File: src/rtl/luu_pipe_pkg.sv
// Shared definitions for the LUU decode/execute pipeline slice.
//   - Default field widths of the ID/EX payload.
//   - Derived packed payload width and field offsets. The payload is packed
//     MSB..LSB as {rd_addr, ram_en, ram_rw, J, flag_t, oprt, wen, op1, op2, ram_ind}.
//   - Occupancy encoding used by the skid register.
// Offset helpers take the widths as arguments, so parametrised instances can
// derive their own layout from the same formulas as the defaults.
package luu_pipe_pkg;

  localparam int ID_EX_DATA_W = 32;
  localparam int ID_EX_REG_AW = 5;
  localparam int ID_EX_OPRT_W = 4;
  localparam int ID_EX_FLAG_W = 4;

  localparam int ID_EX_PAY_W = ID_EX_REG_AW + ID_EX_FLAG_W + ID_EX_OPRT_W + 4 + 3 * ID_EX_DATA_W;

  typedef enum logic [1:0] {
    OCC_EMPTY = 2'd0,
    OCC_ONE   = 2'd1,
    OCC_FULL  = 2'd2
  } occ_e;

  function automatic int off_op2(input int data_w);
    return data_w;
  endfunction

  function automatic int off_op1(input int data_w);
    return 2 * data_w;
  endfunction

  function automatic int off_wen(input int data_w);
    return 3 * data_w;
  endfunction

  function automatic int off_oprt(input int data_w);
    return 3 * data_w + 1;
  endfunction

  function automatic int off_flag(input int data_w, input int oprt_w);
    return off_oprt(data_w) + oprt_w;
  endfunction

  function automatic int off_j(input int data_w, input int oprt_w, input int flag_w);
    return off_flag(data_w, oprt_w) + flag_w;
  endfunction

  function automatic int off_ram_rw(input int data_w, input int oprt_w, input int flag_w);
    return off_j(data_w, oprt_w, flag_w) + 1;
  endfunction

  function automatic int off_ram_en(input int data_w, input int oprt_w, input int flag_w);
    return off_j(data_w, oprt_w, flag_w) + 2;
  endfunction

  function automatic int off_rd(input int data_w, input int oprt_w, input int flag_w);
    return off_j(data_w, oprt_w, flag_w) + 3;
  endfunction

  localparam int ID_EX_OFF_RAM_IND = 0;
  localparam int ID_EX_OFF_OP2     = off_op2(ID_EX_DATA_W);
  localparam int ID_EX_OFF_OP1     = off_op1(ID_EX_DATA_W);
  localparam int ID_EX_OFF_WEN     = off_wen(ID_EX_DATA_W);
  localparam int ID_EX_OFF_OPRT    = off_oprt(ID_EX_DATA_W);
  localparam int ID_EX_OFF_FLAG    = off_flag(ID_EX_DATA_W, ID_EX_OPRT_W);
  localparam int ID_EX_OFF_J       = off_j(ID_EX_DATA_W, ID_EX_OPRT_W, ID_EX_FLAG_W);
  localparam int ID_EX_OFF_RAM_RW  = off_ram_rw(ID_EX_DATA_W, ID_EX_OPRT_W, ID_EX_FLAG_W);
  localparam int ID_EX_OFF_RAM_EN  = off_ram_en(ID_EX_DATA_W, ID_EX_OPRT_W, ID_EX_FLAG_W);
  localparam int ID_EX_OFF_RD      = off_rd(ID_EX_DATA_W, ID_EX_OPRT_W, ID_EX_FLAG_W);

endpackage

File: src/rtl/pipe_skid_reg.sv
// Generic W-bit valid/ready pipeline register with a one-entry skid buffer.
// Ports:
//   clk, rst            clock, synchronous active-high reset
//   flush               drop main + skid contents and any incoming beat
//   in_valid/in_ready   upstream handshake; in_ready is a register (= no skid held)
//   in_data             upstream payload
//   squash_mask         payload bits forced to 0 whenever main goes empty
//   out_valid/out_ready downstream handshake
//   out_data            main register contents
module pipe_skid_reg
  import luu_pipe_pkg::*;
#(
  parameter int W = 8
) (
  input  logic         clk,
  input  logic         rst,
  input  logic         flush,
  input  logic         in_valid,
  output logic         in_ready,
  input  logic [W-1:0] in_data,
  input  logic [W-1:0] squash_mask,
  output logic         out_valid,
  input  logic         out_ready,
  output logic [W-1:0] out_data
);

  occ_e         r_state, w_state_nxt;
  logic [W-1:0] r_main, w_main_nxt;
  logic [W-1:0] r_skid, w_skid_nxt;
  logic         r_in_ready;
  logic         w_in_fire;
  logic         w_out_fire;

  assign out_valid  = (r_state != OCC_EMPTY);
  assign out_data   = r_main;
  assign in_ready   = r_in_ready;
  assign w_in_fire  = in_valid & r_in_ready;
  assign w_out_fire = out_valid & out_ready;

  always_comb begin
    w_state_nxt = r_state;
    w_main_nxt  = r_main;
    w_skid_nxt  = r_skid;
    if (flush) begin
      // Killed beats leave side-effect controls cleared in the bubble.
      w_state_nxt = OCC_EMPTY;
      w_main_nxt  = r_main & ~squash_mask;
    end else begin
      unique case (r_state)
        OCC_EMPTY: begin
          if (w_in_fire) begin
            w_main_nxt  = in_data;
            w_state_nxt = OCC_ONE;
          end
        end
        OCC_ONE: begin
          if (w_in_fire && out_ready) begin
            w_main_nxt = in_data;
          end else if (w_in_fire) begin
            w_skid_nxt  = in_data;
            w_state_nxt = OCC_FULL;
          end else if (w_out_fire) begin
            w_main_nxt  = r_main & ~squash_mask;
            w_state_nxt = OCC_EMPTY;
          end
        end
        OCC_FULL: begin
          if (w_out_fire) begin
            w_main_nxt  = r_skid;
            w_state_nxt = OCC_ONE;
          end
        end
        default: w_state_nxt = OCC_EMPTY;
      endcase
    end
  end

  always_ff @(posedge clk) begin
    if (rst) begin
      r_state    <= OCC_EMPTY;
      r_main     <= '0;
      r_in_ready <= 1'b1;
    end else begin
      r_state    <= w_state_nxt;
      r_main     <= w_main_nxt;
      // Registered ready: accept next cycle unless the skid will be holding a beat.
      r_in_ready <= (w_state_nxt != OCC_FULL);
    end
  end

  // Skid contents are only meaningful while FULL, so they need no reset.
  always_ff @(posedge clk) begin
    r_skid <= w_skid_nxt;
  end

endmodule

File: src/rtl/id_ex_pipe.sv
// Elastic decode-to-execute pipeline stage.
// Carries decoded controls (rd_addr, ram_en, ram_rw, J, flag_t, oprt, wen) and
// data (op1, op2, ram_ind) through a valid/ready skid register with flush.
// On any bubble wen/ram_en/ram_rw/J are cleared; other fields hold.
// Ports:
//   clk, rst, flush                         clock, sync active-high reset, kill
//   in_valid/in_ready, *_i                  decode side
//   out_valid/out_ready, *_o                execute side
//   stall_cnt_o                             backpressure cycle count, saturating
// Optional: define ID_EX_STALL_CNT_EN to add stall_cnt_o (CNT_W bits).
module id_ex_pipe
  import luu_pipe_pkg::*;
#(
  parameter int DATA_W = ID_EX_DATA_W,
  parameter int REG_AW = ID_EX_REG_AW,
  parameter int OPRT_W = ID_EX_OPRT_W,
  parameter int FLAG_W = ID_EX_FLAG_W,
  parameter int CNT_W  = 16
) (
  input  logic              clk,
  input  logic              rst,
  input  logic              flush,
  input  logic              in_valid,
  output logic              in_ready,
  input  logic [REG_AW-1:0] rd_addr_i,
  input  logic              ram_en_i,
  input  logic              ram_rw_i,
  input  logic              J_i,
  input  logic [FLAG_W-1:0] flag_t_i,
  input  logic [OPRT_W-1:0] oprt_i,
  input  logic              wen_i,
  input  logic [DATA_W-1:0] op1_i,
  input  logic [DATA_W-1:0] op2_i,
  input  logic [DATA_W-1:0] ram_ind_i,
  output logic              out_valid,
  input  logic              out_ready,
  output logic [REG_AW-1:0] rd_addr_o,
  output logic              ram_en_o,
  output logic              ram_rw_o,
  output logic              J_o,
  output logic [FLAG_W-1:0] flag_t_o,
  output logic [OPRT_W-1:0] oprt_o,
  output logic              wen_o,
  output logic [DATA_W-1:0] op1_o,
  output logic [DATA_W-1:0] op2_o,
  output logic [DATA_W-1:0] ram_ind_o
`ifdef ID_EX_STALL_CNT_EN
  ,
  output logic [CNT_W-1:0]  stall_cnt_o
`endif
);

  localparam int PAY_W      = REG_AW + FLAG_W + OPRT_W + 4 + 3 * DATA_W;
  localparam int OFF_WEN    = off_wen(DATA_W);
  localparam int OFF_J      = off_j(DATA_W, OPRT_W, FLAG_W);
  localparam int OFF_RAM_RW = off_ram_rw(DATA_W, OPRT_W, FLAG_W);
  localparam int OFF_RAM_EN = off_ram_en(DATA_W, OPRT_W, FLAG_W);

  logic [PAY_W-1:0] w_in_pay;
  logic [PAY_W-1:0] w_out_pay;
  logic [PAY_W-1:0] w_squash;

  assign w_in_pay = {rd_addr_i, ram_en_i, ram_rw_i, J_i, flag_t_i, oprt_i, wen_i,
                     op1_i, op2_i, ram_ind_i};

  assign {rd_addr_o, ram_en_o, ram_rw_o, J_o, flag_t_o, oprt_o, wen_o,
          op1_o, op2_o, ram_ind_o} = w_out_pay;

  // Only controls with side effects in execute are squashed on bubbles.
  always_comb begin
    w_squash             = '0;
    w_squash[OFF_WEN]    = 1'b1;
    w_squash[OFF_J]      = 1'b1;
    w_squash[OFF_RAM_RW] = 1'b1;
    w_squash[OFF_RAM_EN] = 1'b1;
  end

  pipe_skid_reg #(
    .W(PAY_W)
  ) u_skid (
    .clk        (clk),
    .rst        (rst),
    .flush      (flush),
    .in_valid   (in_valid),
    .in_ready   (in_ready),
    .in_data    (w_in_pay),
    .squash_mask(w_squash),
    .out_valid  (out_valid),
    .out_ready  (out_ready),
    .out_data   (w_out_pay)
  );

`ifdef ID_EX_STALL_CNT_EN
  logic [CNT_W-1:0] r_stall_cnt;

  // Saturating count of cycles where execute refuses a valid beat; flush keeps it.
  always_ff @(posedge clk) begin
    if (rst) begin
      r_stall_cnt <= '0;
    end else if (out_valid && !out_ready && !(&r_stall_cnt)) begin
      r_stall_cnt <= r_stall_cnt + 1'b1;
    end
  end

  assign stall_cnt_o = r_stall_cnt;
`else
  logic [CNT_W-1:0] w_unused_cnt;
  assign w_unused_cnt = '0;
`endif

endmodule

File: config.mk
export PLATFORM = sky130hd
export DESIGN_NAME = id_ex_pipe
export DESIGN_NICKNAME = d
export VERILOG_FILES = /design/src/rtl/luu_pipe_pkg.sv /design/src/rtl/pipe_skid_reg.sv /design/src/rtl/id_ex_pipe.sv
export SDC_FILE = /design/constraint.sdc
export NUM_CORES = 1
export LEC_CHECK = 0
export ABC_AREA = 1
export CORE_MARGIN = 5
export CORE_UTILIZATION = 45
export DETAILED_ROUTE_END_ITERATION = 7
export PLACE_DENSITY_LB_ADDON = 0.12
export SLEW_MARGIN = 0
export SYNTH_ARGS = -nofsm -noshare
export SYNTH_HDL_FRONTEND = slang
export SYNTH_SLANG_ARGS = --single-unit
File: constraint.sdc
create_clock -name clk -period 10.9 [get_ports clk]
set_input_delay 2.18 -clock clk [delete_from_list [all_inputs] [get_ports clk]]
set_output_delay 2.18 -clock clk [all_outputs]
set_load 0.02 [all_outputs]
* Word-level counts from Yosys, hierarchy flattened
Index checks and enable logic that the tools add are counted.
Storage, ports and cells: flip-flop bits (word level) 229, input bits 118, logic and storage cells 38
Cells by class: eq/ne operators 8, muxes and demuxes 13, bitwise gates (word level) 4, reduce and logical (&&, ||, !) cells 8
Operator list (count):
- $mux W113 | 4
- $pmux W113 S3 | 1
- $mux W108 | 1
- $mux W2 | 6
- $reduce_and A5 Y1 | 2
- $ne A2 B1 Y1 const B | 3
- $pmux W2 S3 | 1
- $reduce_and A4 Y1 | 1
- $ne A3 B1 Y1 const B | 1
- $ne A3 B3 Y1 const B | 1
- $reduce_bool A3 Y1 | 1
- $and A1 B1 Y1 | 2
- $eq A2 B1 Y1 const B | 1
- $eq A2 B2 Y1 const B | 1
- $logic_not A2 Y1 | 1
- $ne A2 B2 Y1 const B | 1
- $not A1 Y1 | 2
- $reduce_bool A2 Y1 | 1
- $reduce_or A2 Y1 | 1
- $logic_and A1 B1 Y1 | 1

* Logic depth before layout (Yosys ltp)
Gate-level depths: netlist of run 1.
depth after elaboration 8, gate-level depth with buffers 12, gate-level depth less buffers 11

* Hierarchy
A second synthesis of run 1 with hierarchy kept.
Unflattened totals: cell total of the unflattened synthesis 1398, area total of the unflattened synthesis 10729.0 µm²
Modules (own cells, without submodules):
- pipe_skid_reg | instances 1, cells each 1396, area each 10721.5 µm²
- id_ex_pipe | instances 1, cells each 2, area each 7.5 µm²

* Worst setup path before layout of run 1
No wires, ideal clock.
kind input -> register, from in in_valid, to reg u_skid.r_skid[0], enable pin, setup time 725 ps, arrival time 10004 ps, required time 10175 ps, path slack 171 ps, stages on the path 3, path buffers 0, cell sequence nand3_1 > nand2_1 > nor3_1
On the way: cells in the longest elaborated chain, start to end 4
RTL lines:
- from (decl) | line id_ex_pipe.sv:23 | input logic in_valid,
- $and A1 B1 Y1 (*) | line pipe_skid_reg.sv:37 | assign w_in_fire = in_valid & r_in_ready;
- $logic_and A1 B1 Y1 | line pipe_skid_reg.sv:57 | if (w_in_fire && out_ready) begin
- $not A1 Y1 (no source line)
- $reduce_and A4 Y1 (no source line) (*)
- to (signal assigned) | line pipe_skid_reg.sv:93 | r_skid <= w_skid_nxt;
- to (decl) | line pipe_skid_reg.sv:29 | logic [W-1:0] r_skid, w_skid_nxt;
Every way passes the cells marked *; elsewhere a longest branch is shown, timed or not. A chain may end at the register's enable or synchronous reset.

* Worst setup path after layout of run 1
from in out_ready, to reg u_skid.r_main[84] (netlist: u_skid.out_data[84])
On the way: cells in the longest elaborated chain, start to end 3
RTL lines:
- from (decl) | line id_ex_pipe.sv:36 | input logic out_ready,
- $and A1 B1 Y1 / $logic_and A1 B1 Y1 (equally long branches) | line pipe_skid_reg.sv:38, pipe_skid_reg.sv:57
- $ne A2 B1 Y1 (no source line) / $mux W113 (equally long branches)
- $reduce_and A5 Y1 (no source line) / $pmux W113 S3 (equally long branches)
- to (signal assigned) | line pipe_skid_reg.sv:85 | r_main <= w_main_nxt;
- to (decl) | line pipe_skid_reg.sv:28 | logic [W-1:0] r_main, w_main_nxt;
Several ways; a longest one is shown, not always the timed one.

==> results of run 1 <==
where the power goes:
group | internal [mW] | switching, mW | total [mW]
combinational | 0.140 | 0.173 | 0.313
clock | 0.480 | 0.346 | 0.826
sequential | 0.942 | 0.0213 | 0.963
final cells by class:
type                    count  share of cell area, %
flip-flops and latches    229                   43.8
multi-input cells         831                   25.7
repair buffers            239                   18.2
clock buffers              28                   5.03
inverters                 123                   3.54
well taps                 280                   2.68
clock inverters            18                   1.09
path summary, 6_finish.rpt:
kind	startpoint	to	slack (ns)
max	out_ready	u_skid.out_data[84]	6.12
max reg2reg	u_skid.r_state[0]	u_skid.out_data[84]	7.18
min	u_skid.out_data[12]	u_skid.out_data[12]	0.51
min reg2reg	u_skid.out_data[12]	u_skid.out_data[12]	0.51
Yosys cell counts:
master    number
nand4_1        1
edfxtp_1     113
clkbuf_1      33
buf_1          4
inv_2          1
o21ai_0        1
nand2_1      473
dfxtp_1      116
buf_2         33
ha_1           4
inv_1        122
nor2_1       229
nor3_1         1
a21oi_1        3
nand3_1      118
buf_6          3
nand2_2        1
state kept, by name, indices dropped and copies added, names as in the netlist:
name	count
u_skid.in_ready	1
u_skid.out_data	113
u_skid.r_skid	113
u_skid.r_state	2
per-layer routing:
layer,up-vias,wire length [um],part of all wire (%),GRT usage (%)
li1,4248,-,-,-
met1,3709,11200,45,26.2
met2,192,11500,46,31.3
met3,40,1880,7.5,4.98
met4,2,593,2.4,4.96
met5,-,11,0.044,0
cells by family after synthesis:
kind of cell / after synthesis / synth area share [%]
buffers and inverters: 196 / 8.13
adders and majority gates: 4 / 0.509
and+or+nand+nor: 823 / 33.0
AOI/OAI and AO/OA: 4 / 0.204
DFF: 229 / 58.2
stage by stage:
stage                     instance area (sq um)  util, %
after floorplan                            9830        -
after global placement                    12300     56.5
after detailed placement                  12300     56.5
after CTS                                 13100     60.2
after global routing                      13100     60.2
final                                     13100     60.2
critical path: cells and delay by family:
| kind | cells | cell delay [ns] |
|---|---|---|
| simple gates | 5 | 1.30 |
| buf+inv | 2 | 1.44 |
| compound gates | 1 | 0.13 |
==> flow_summary.rst, run 1 <==
.. list-table::
   :header-rows: 1

   * - Metric
     - Value
   * - Result of the run
     - finished clean
   * - Iter 0 DRT Violations
     - 557
   * - Cell types with the largest area share after synthesis
     - edfxtp_1, dfxtp_1, nand2_1
   * - Total design power
     - 2.10 mW
   * - Number of cells traversed by the worst register-to-register path
     - 10
   * - Hold bufs inserted after CTS
     - 0
   * - Path type of the worst setup path
     - in2reg
   * - Maximum number of pins on one net before global-route repair
     - ~110
   * - Largest area contributor in the netlist
     - edfxtp_1
   * - Via density per instance
     - 4.69
   * - Worst slack, placed
     - 5.64 ns
   * - I/O pins
     - 233
   * - Total clock buffers created by CTS
     - 25
   * - Fraction of final layout cells sized beyond drive strength 1
     - under 10%
   * - Final setup TNS
     - 0 ns
   * - Total setup violations reported at the end of the flow
     - 0
   * - Clock tree from TritonCTS
     - done
   * - Power Density
     - about 160 nW/um^2
   * - Antenna diode count
     - 0
   * - Clk buf depth
     - 3
   * - Highest attainable clock frequency
     - 209 MHz
   * - Vias
     - 8191
   * - Clock-pin slew of the registers on the worst-case setup and hold paths
     - 0.06 ns
   * - Arrival time at the worst endpoint
     - about 5.2 ns
   * - H-tree lvl count
     - 1
   * - Die span in x
     - 158 um
   * - Hold Path Cell Cnt
     - 4
   * - Hold Violations, Final
     - 0
   * - Top library cells by usage in the layout, fill and taps aside
     - nand2_1, clkdlybuf4s50_1, nor2_1
   * - All-Layer GR Usage
     - between 10% and 20%
   * - Total number of yosys warnings
     - 0
   * - Cells after DPL
     - 1702
   * - Synthesis-stage register bit count
     - 229
   * - Total standard cell area after synthesis
     - 9830 sq um
   * - Die Outline Area
     - 24900 sq um
   * - Average wire per cell in the routed design
     - 14.4 um
   * - Most common cell after layout, fill and taps aside
     - nand2_1
   * - Multi-input logic area
     - roughly 3400 sq um
   * - Leakage
     - a little under 6 nW
   * - CP dominant cell by count
     - nand2_1
   * - Number of resized instances in the post-cts repair step
     - 0
   * - Final hold slack
     - slightly above 0.5 ns
   * - Highest cell delay on the worst timing path
     - 0.95 ns
   * - Post-synthesis instance total
     - between 1k and 1.5k
   * - Global placer's final weighted congestion
     - approximately 0.79
   * - Final WL
     - 25200 um
   * - Worst setup EP type
     - flip-flop
   * - Global-route wire length before repair
     - 39200 um
   * - Remaining max-slew budget at the tightest pin
     - 22.6%
   * - Post-route DRC
     - 0
   * - Row count
     - 54
   * - Master cell of the clock root buffer
     - clkbuf_16
   * - Chip height
     - 158 um
   * - Ordered cell list for the critical path
     - clkdlybuf4s50_1 -> nand3_1 -> a21oi_1 -> nand2_4 -> buf_4 -> nand2_1 -> nand2_1 -> nor2_1
   * - Area used by sequential logic in the layout
     - 5720 sq um
   * - Final cell count without fillers
     - 1748
   * - Mapped Nets
     - 1378
   * - Residual antenna-violating net count after detailed routing
     - 0
   * - Sequential area share after synthesis
     - about three fifths
   * - Period utilization
     - 43.9%
   * - Buffers on Ports
     - between 200 and 250
   * - Path category of the worst min-delay check
     - reg2reg
   * - MaxCap Viol Count
     - 0
   * - Crit path launch type
     - primary input
   * - Clock Skew
     - around 0.011 ns
   * - Clock Latency Late Sink
     - between 0.5 and 0.6 ns
   * - Maximum fanout encountered on the critical timing path
     - roughly 110
   * - Number of iterations in the first detailed-routing pass
     - 4
   * - Overflow left after global routing
     - 0
   * - Count of unique library cells instantiated by Yosys
     - 17
   * - Unrepaired setup endpoints after global routing
     - false
   * - Initial core utilization
     - 45.3%
   * - Maximum ir drop on the vdd rail
     - 142 uV
   * - Final critical-path required period
     - ~4.8 ns
   * - Nets
     - 1571
   * - Antenna violations before repair
     - 1
   * - Clk sinks
     - 229
   * - Buffers inserted during post-CTS setup optimization
     - 0
   * - Vias in the first global route
     - 7678
   * - Core Area
     - approximately 22000 sq um
   * - Worst path required time
     - 11.31 ns
   * - Yosys top cell area share
     - 34.5%
   * - Worst setup margin
     - approximately 6 ns
   * - Transition at the pin with the smallest max-transition slack
     - 1.16 ns
   * - Synthesis-to-finish area growth
     - 32.9%
   * - Pins over their slew limit
     - 0
   * - Synth Area per Inst
     - 7.82 sq um
   * - Standard cell with the maximum stage delay on the critical path
     - buf_4
   * - Count of fill cells added during filler insertion
     - 1918
   * - HPWL after detailed placement
     - 15000 um
Note: power is estimated with default switching activity, not from simulation.
==> run 2, diff against run 1 <==
--- a/config.mk
+++ b/config.mk
@@ -7,7 +7,7 @@
 export LEC_CHECK = 0
 export ABC_AREA = 1
 export CORE_MARGIN = 5
-export CORE_UTILIZATION = 45
+export CORE_UTILIZATION = 50
 export DETAILED_ROUTE_END_ITERATION = 7
 export PLACE_DENSITY_LB_ADDON = 0.12
 export SLEW_MARGIN = 0
==> constraint.sdc (replaced) <==
create_clock -name clk -period 4.6 [get_ports clk]
set_input_delay 0.92 -clock clk [delete_from_list [all_inputs] [get_ports clk]]
set_output_delay 0.92 -clock clk [all_outputs]
set_load 0.02 [all_outputs]
==> run 2 against run 1 <==
Net effect:
- clock power is 150% higher
- critical path type is now reg2out
- core utilization grew 7.5 points
- design area rose by 0.64%
- combinational power rose by 140%
- global-route usage increased by 1.6 points
- register-to-register slack worse by 5.4 ns
- worst setup slack got worse by 4.4 ns
- first-iteration DRC count is 29% lower
- count of clock-buffer cells in the layout is 3 higher
==> flow_summary.rst, run 2 (synthesis gave the netlist of run 1 again) <==
.. list-table::
   :header-rows: 1

   * - Metric
     - Value
   * - Internal power component
     - between 3 and 4 mW
   * - Die span in x
     - 150 um
   * - Overflow left after global routing
     - 0
   * - Hold Path Cell Cnt
     - 4
   * - Average wire per cell in the routed design
     - 14.1 um
   * - Top library cells by usage in the layout, fill and taps aside
     - nand2_1, clkdlybuf4s50_1, nor2_1
   * - Crit path launch type
     - flip-flop
   * - Vias in the first global route
     - 7888
   * - Min-delay src
     - u_skid.out_data[112]
   * - Most common cell after layout, fill and taps aside
     - nand2_1
   * - Clk buf depth
     - 3
   * - Proportion of total power due to net switching
     - 24.8%
   * - All-Layer GR Usage
     - 21.0%
   * - Buffers inserted during post-CTS setup optimization
     - 0
   * - Via density per instance
     - ~4.8
   * - Die Outline Area
     - 22600 sq um
   * - Clock power share
     - between 40% and 50%
   * - I/O pins
     - 233
   * - Final cell count without fillers
     - 1734
   * - Maximum number of pins on one net before global-route repair
     - 97
   * - Clk sinks
     - between 200 and 250
   * - Proportion of power drawn by combinational gates
     - 14.8%
   * - Arrival time at the worst endpoint
     - approximately 2 ns
   * - Total design power
     - 5.06 mW
   * - Clock Skew
     - 0.0237 ns
   * - Number of resized instances in the post-cts repair step
     - 0
   * - Hold bufs inserted after CTS
     - 0
   * - Post-route DRC
     - 0
   * - Global-route wire length before repair
     - 38500 um
   * - Final hold slack
     - 0.510 ns
   * - Period utilization
     - 63.5%
   * - HPWL after detailed placement
     - 15000 um
   * - Clock-pin slew of the registers on the worst-case setup and hold paths
     - 0.06 ns
   * - Worst setup EP type
     - output port
   * - Highest attainable clock frequency
     - 342 MHz
   * - Nets
     - 1573
   * - Antenna violations before repair
     - 4
   * - Worst path required time
     - 3.68 ns
   * - Vias
     - 8274
   * - Final critical-path required period
     - between 2 and 3 ns
   * - Transition at the pin with the smallest max-transition slack
     - 0.701 ns
   * - Unrepaired setup endpoints after global routing
     - false
   * - Power Density
     - ~380 nW/um^2
   * - Leakage
     - 5.92 nW
   * - Remaining max-slew budget at the tightest pin
     - 53.2%
   * - Hold Violations, Final
     - 0
   * - Maximum fanout encountered on the critical timing path
     - 4
   * - Count of fill cells added during filler insertion
     - roughly 1.6k
   * - Total setup violations reported at the end of the flow
     - 0
   * - Buffers on Ports
     - between 200 and 250
   * - Pins over their slew limit
     - 0
   * - Chip height
     - 150 um
   * - Critical Path Source
     - u_skid.r_state[0]
   * - Path type of the worst setup path
     - reg2out
   * - Synthesis-to-finish area growth
     - 33.7%
   * - Path category of the worst min-delay check
     - reg2reg
   * - Sw Pwr
     - between 1 and 1.5 mW
   * - Antenna diode count
     - 0
   * - Initial core utilization
     - 50.7%
   * - Result of the run
     - finished clean
   * - Clock tree from TritonCTS
     - done
   * - Total clock buffers created by CTS
     - 24
   * - Share of total power in sequential cells
     - roughly 45%
   * - Number of iterations in the first detailed-routing pass
     - 4
   * - Number of cells traversed by the worst register-to-register path
     - 10
   * - Row count
     - 51
   * - Residual antenna-violating net count after detailed routing
     - 0
   * - H-tree lvl count
     - 1
   * - Final setup TNS
     - 0 ns
   * - Master cell of the clock root buffer
     - clkbuf_16
   * - Clock Latency Late Sink
     - roughly 0.52 ns
   * - Iter 0 DRT Violations
     - 394
   * - R2r startpoint
     - u_skid.r_state[0]
   * - Maximum ir drop on the vdd rail
     - 356 uV
   * - Global placer's final weighted congestion
     - between 0.8 and 0.9
   * - Fraction of final layout cells sized beyond drive strength 1
     - between 3 and 4%
   * - Core Area
     - 19400 sq um
   * - Final WL
     - 24500 um
   * - Cells after DPL
     - 1690
   * - MaxCap Viol Count
     - 0
==> run 2: cell count changes in the layout (fill, tap and decap cells not counted), sizes merged <==
cell / change
clkinv: -7
buf: +3
clkbuf: +3
bufinv: +2
==> run 2: metal layers <==
metal | global-route usage [%] | wire [um]
met1 | 27.5 | 10700
met2 | 34.6 | 11200
met3 | 5.39 | 1960
met4 | 6.13 | 632
met5 | 0 | 44
==> run 2: path summary, 6_finish.rpt <==
path,endpoint,slack [ns]
max,out_valid,1.68
min,u_skid.out_data[112],0.51
max reg2reg,u_skid.out_data[72],1.82
min reg2reg,u_skid.out_data[112],0.51
==> run 2: power by group through the flow <==
stage / logic (mW) / registers [mW] / clock network [mW]
detailed placement: 0.747 / 2.32 / 0
global route: 0.825 / 2.29 / 2.16
global placement: 0.737 / 2.32 / 0
CTS: 0.753 / 2.28 / 2.07
floorplan: 0.305 / 2.42 / 0
finish: 0.746 / 2.28 / 2.03
==> run 2: cell type report <==
class	instances	area [sq um]	area share, %
timing repair buffer	242	2430	18.5
clock buffer	31	657	5.00
inverter	123	463	3.52
clock inverter	13	179	1.36
tap	265	332	2.52
sequential	229	5720	43.5
multi-input combinational	831	3360	25.6
==> run 2: worst max-delay path: stages, from the launching register on <==
cell	delay, ns
dfxtp_1	0.38
inv_1	0.15
ha_4	0.19
inv_1	0.10
clkdlybuf4s50_1	0.66
==> run 2: through the flow <==
step	worst slack, ns	utilization, %	cell area (sq um)
final	1.68	67.8	13100
after global routing	1.50	67.8	13100
after CTS	1.66	67.8	13100
after detailed placement	1.58	63.5	12300
after global placement	1.62	63.5	12300
after floorplan	0.338	-	9840
==> run 3, diff against run 2 <==
--- a/config.mk
+++ b/config.mk
@@ -7,7 +7,7 @@
 export LEC_CHECK = 0
 export ABC_AREA = 1
 export CORE_MARGIN = 5
-export CORE_UTILIZATION = 50
+export CORE_UTILIZATION = 45
 export DETAILED_ROUTE_END_ITERATION = 7
 export PLACE_DENSITY_LB_ADDON = 0.12
 export SLEW_MARGIN = 0
==> constraint.sdc (replaced) <==
create_clock -name clk -period 2.6 [get_ports clk]
set_input_delay 0.52 -clock clk [delete_from_list [all_inputs] [get_ports clk]]
set_output_delay 0.52 -clock clk [all_outputs]
set_load 0.02 [all_outputs]
==> run 3 against run 2 <==
Net effect:
- worst setup slack worse by 1.4 ns
- sequential share of layout area down 0.36 points
- sequential cell count did not move
- sequential power up 77%
- clock skew is 0.017 ns lower
- combinational power grew 81%
- die area grew 10%
- worst hold slack worse by 0.0017 ns
- power is 72% higher
- wire length is 2.2% higher
- critical path type unchanged
- largest power group unchanged
==> flow_summary.rst, run 3 (synthesis gave the netlist of run 1 again) <==
.. list-table::
   :header-rows: 1

   * - Metric
     - Value
   * - Via density per instance
     - 4.69
   * - Path category of the worst min-delay check
     - reg2reg
   * - Post-route DRC
     - 0
   * - Overflow left after global routing
     - 0
   * - Synthesis-to-finish area growth
     - 34.9%
   * - Clk buf depth
     - 3
   * - Die span in x
     - 158 um
   * - Worst slack, placed
     - 0.185 ns
   * - Maximum fanout encountered on the critical timing path
     - 4
   * - Area used by sequential logic in the layout
     - 5720 sq um
   * - Period utilization
     - 90.7%
   * - Clock tree from TritonCTS
     - done
   * - Final critical-path required period
     - between 2 and 2.5 ns
   * - Initial core utilization
     - 45.3%
   * - Most common cell after layout, fill and taps aside
     - nand2_1
   * - Global placer's final weighted congestion
     - approximately 0.80
   * - Row count
     - 54
   * - HPWL after detailed placement
     - 15400 um
   * - Final WL
     - 25000 um
   * - Arrival time at the worst endpoint
     - 1.84 ns
   * - Maximum ir drop on the vdd rail
     - 491 uV
   * - MaxCap Viol Count
     - 0
   * - Count of fill cells added during filler insertion
     - 1919
   * - Power Density
     - 657 nW/um^2
   * - Maximum number of pins on one net before global-route repair
     - approximately 120
   * - Vias in the first global route
     - 7643
   * - Master cell of the clock root buffer
     - clkbuf_16
   * - Top library cells by usage in the layout, fill and taps aside
     - nand2_1, clkdlybuf4s50_1, nor2_1
   * - Pins over their slew limit
     - 0
   * - Worst setup margin
     - 0.242 ns
   * - Multi-input logic area
     - between 3000 and 4000 sq um
   * - Result of the run
     - finished clean
   * - H-tree lvl count
     - 1
   * - Total clock buffers created by CTS
     - 25
   * - Core Area
     - roughly 22000 sq um
   * - Number of iterations in the first detailed-routing pass
     - 5
   * - Antenna violations before repair
     - 3
   * - Iter 0 DRT Violations
     - 455
   * - Clk sinks
     - 229
   * - I/O pins
     - 233
   * - Total setup violations reported at the end of the flow
     - 0
   * - Hold Violations, Final
     - 0
   * - Fraction of final layout cells sized beyond drive strength 1
     - 3.81%
   * - Chip height
     - 158 um
   * - Buffers inserted during post-CTS setup optimization
     - 0
   * - Clock-pin slew of the registers on the worst-case setup and hold paths
     - 0.06 ns
   * - Transition at the pin with the smallest max-transition slack
     - ~0.59 ns
   * - Highest attainable clock frequency
     - 424 MHz
   * - All-Layer GR Usage
     - about a fifth
   * - Crit path launch type
     - flip-flop
   * - Residual antenna-violating net count after detailed routing
     - 0
   * - Global-route wire length before repair
     - 39300 um
   * - Die Outline Area
     - 24900 sq um
   * - Average wire per cell in the routed design
     - approximately 14 um
   * - Remaining max-slew budget at the tightest pin
     - 60.7%
   * - Leakage
     - around 5.9 nW
   * - Nets
     - approximately 1.6k
   * - Buffers on Ports
     - 232
   * - Worst path required time
     - between 2 and 2.5 ns
   * - Clock Skew
     - 0.00640 ns
   * - Vias
     - 8221
   * - Clock Latency Late Sink
     - between 0.5 and 0.6 ns
   * - Path type of the worst setup path
     - reg2out
   * - Worst setup EP type
     - output port
   * - End-of-flow core utilization
     - 61.1%
   * - Unrepaired setup endpoints after global routing
     - false
==> run 3: changes by cell type in the layout (fill, tap and decap cells not counted), moves of 2 or more <==
| cell | before | now |
|---|---|---|
| diode_2 | 0 | 2 |
| buf_4 | 7 | 1 |
| clkbuf_1 | 4 | 11 |
| bufinv_16 | 4 | 1 |
| buf_12 | 3 | 12 |
| clkinv_1 | 3 | 0 |
==> run 3: layout make-up <==
type	count	share of cell area, %
antenna	2	0.0378
clock buffer	40	5.45
clock inverter	3	0.302
inverter	123	3.49
multi-input combinational	831	25.6
sequential	229	43.1
tap	280	2.64
timing repair buffer	245	19.4
==> run 3: repair_timing <==
item                                    in CTS  in global routing
hold buffers                                 0                  0
endpoints found under the setup margin       1                  0
hold endpoints to repair                     0                  0
resized for setup                            1                  0
==> run 3: per-stage QoR <==
step           std cells  instance area (sq um)  TNS, ns  total power [mW]  hold slack, ns
2_1_floorplan       1256                   9870  -138.87              4.82           0.542
3_3_place_gp        1708                  12500        0              5.45           0.498
3_5_place_dp        1708                  12500        0              5.47           0.499
4_1_cts             1751                  13300        0              8.82           0.510
5_1_grt             1753                  13300        0              9.12           0.537
6_report            1753                  13300        0              8.71           0.509
==> run 3: final timing paths <==
| path | start | endpoint | slack [ns] | depth (start not counted) |
|---|---|---|---|---|
| worst max-delay path | u_skid.r_state[0] | out_valid | 0.24 | 4 |
| worst min register to register | u_skid.out_data[45] | u_skid.out_data[45] | 0.51 | 4 |
| worst max register to register | u_skid.r_state[0] | u_skid.out_data[47] | 0.53 | 9 |
| worst min-delay path | u_skid.out_data[45] | u_skid.out_data[45] | 0.51 | 4 |
==> run 3: per-layer routing <==
layer  vias to the layer above  GRT usage [%]  share of wire [%]
met4                         2           5.45                2.2
met2                       244           31.5                 46
met5                         -              0              0.048
li1                       4248              -                  -
met3                        43           4.37                7.7
met1                      3684           26.2                 44
==> run 3: worst max-delay path, stage by stage (launching register included) <==
cell,delay [ns]
dfxtp_1,0.42
inv_1,0.18
ha_4,0.20
inv_1,0.12
dlygate4sd2_1,0.41
==> run 3: power by group <==
| group | total, mW | switching (mW) | internal (mW) |
|---|---|---|---|
| registers | 4.04 | 0.0900 | 3.95 |
| clock network | 3.32 | 1.34 | 1.98 |
| logic | 1.35 | 0.737 | 0.612 |
| total | 8.71 | 2.17 | 6.54 |
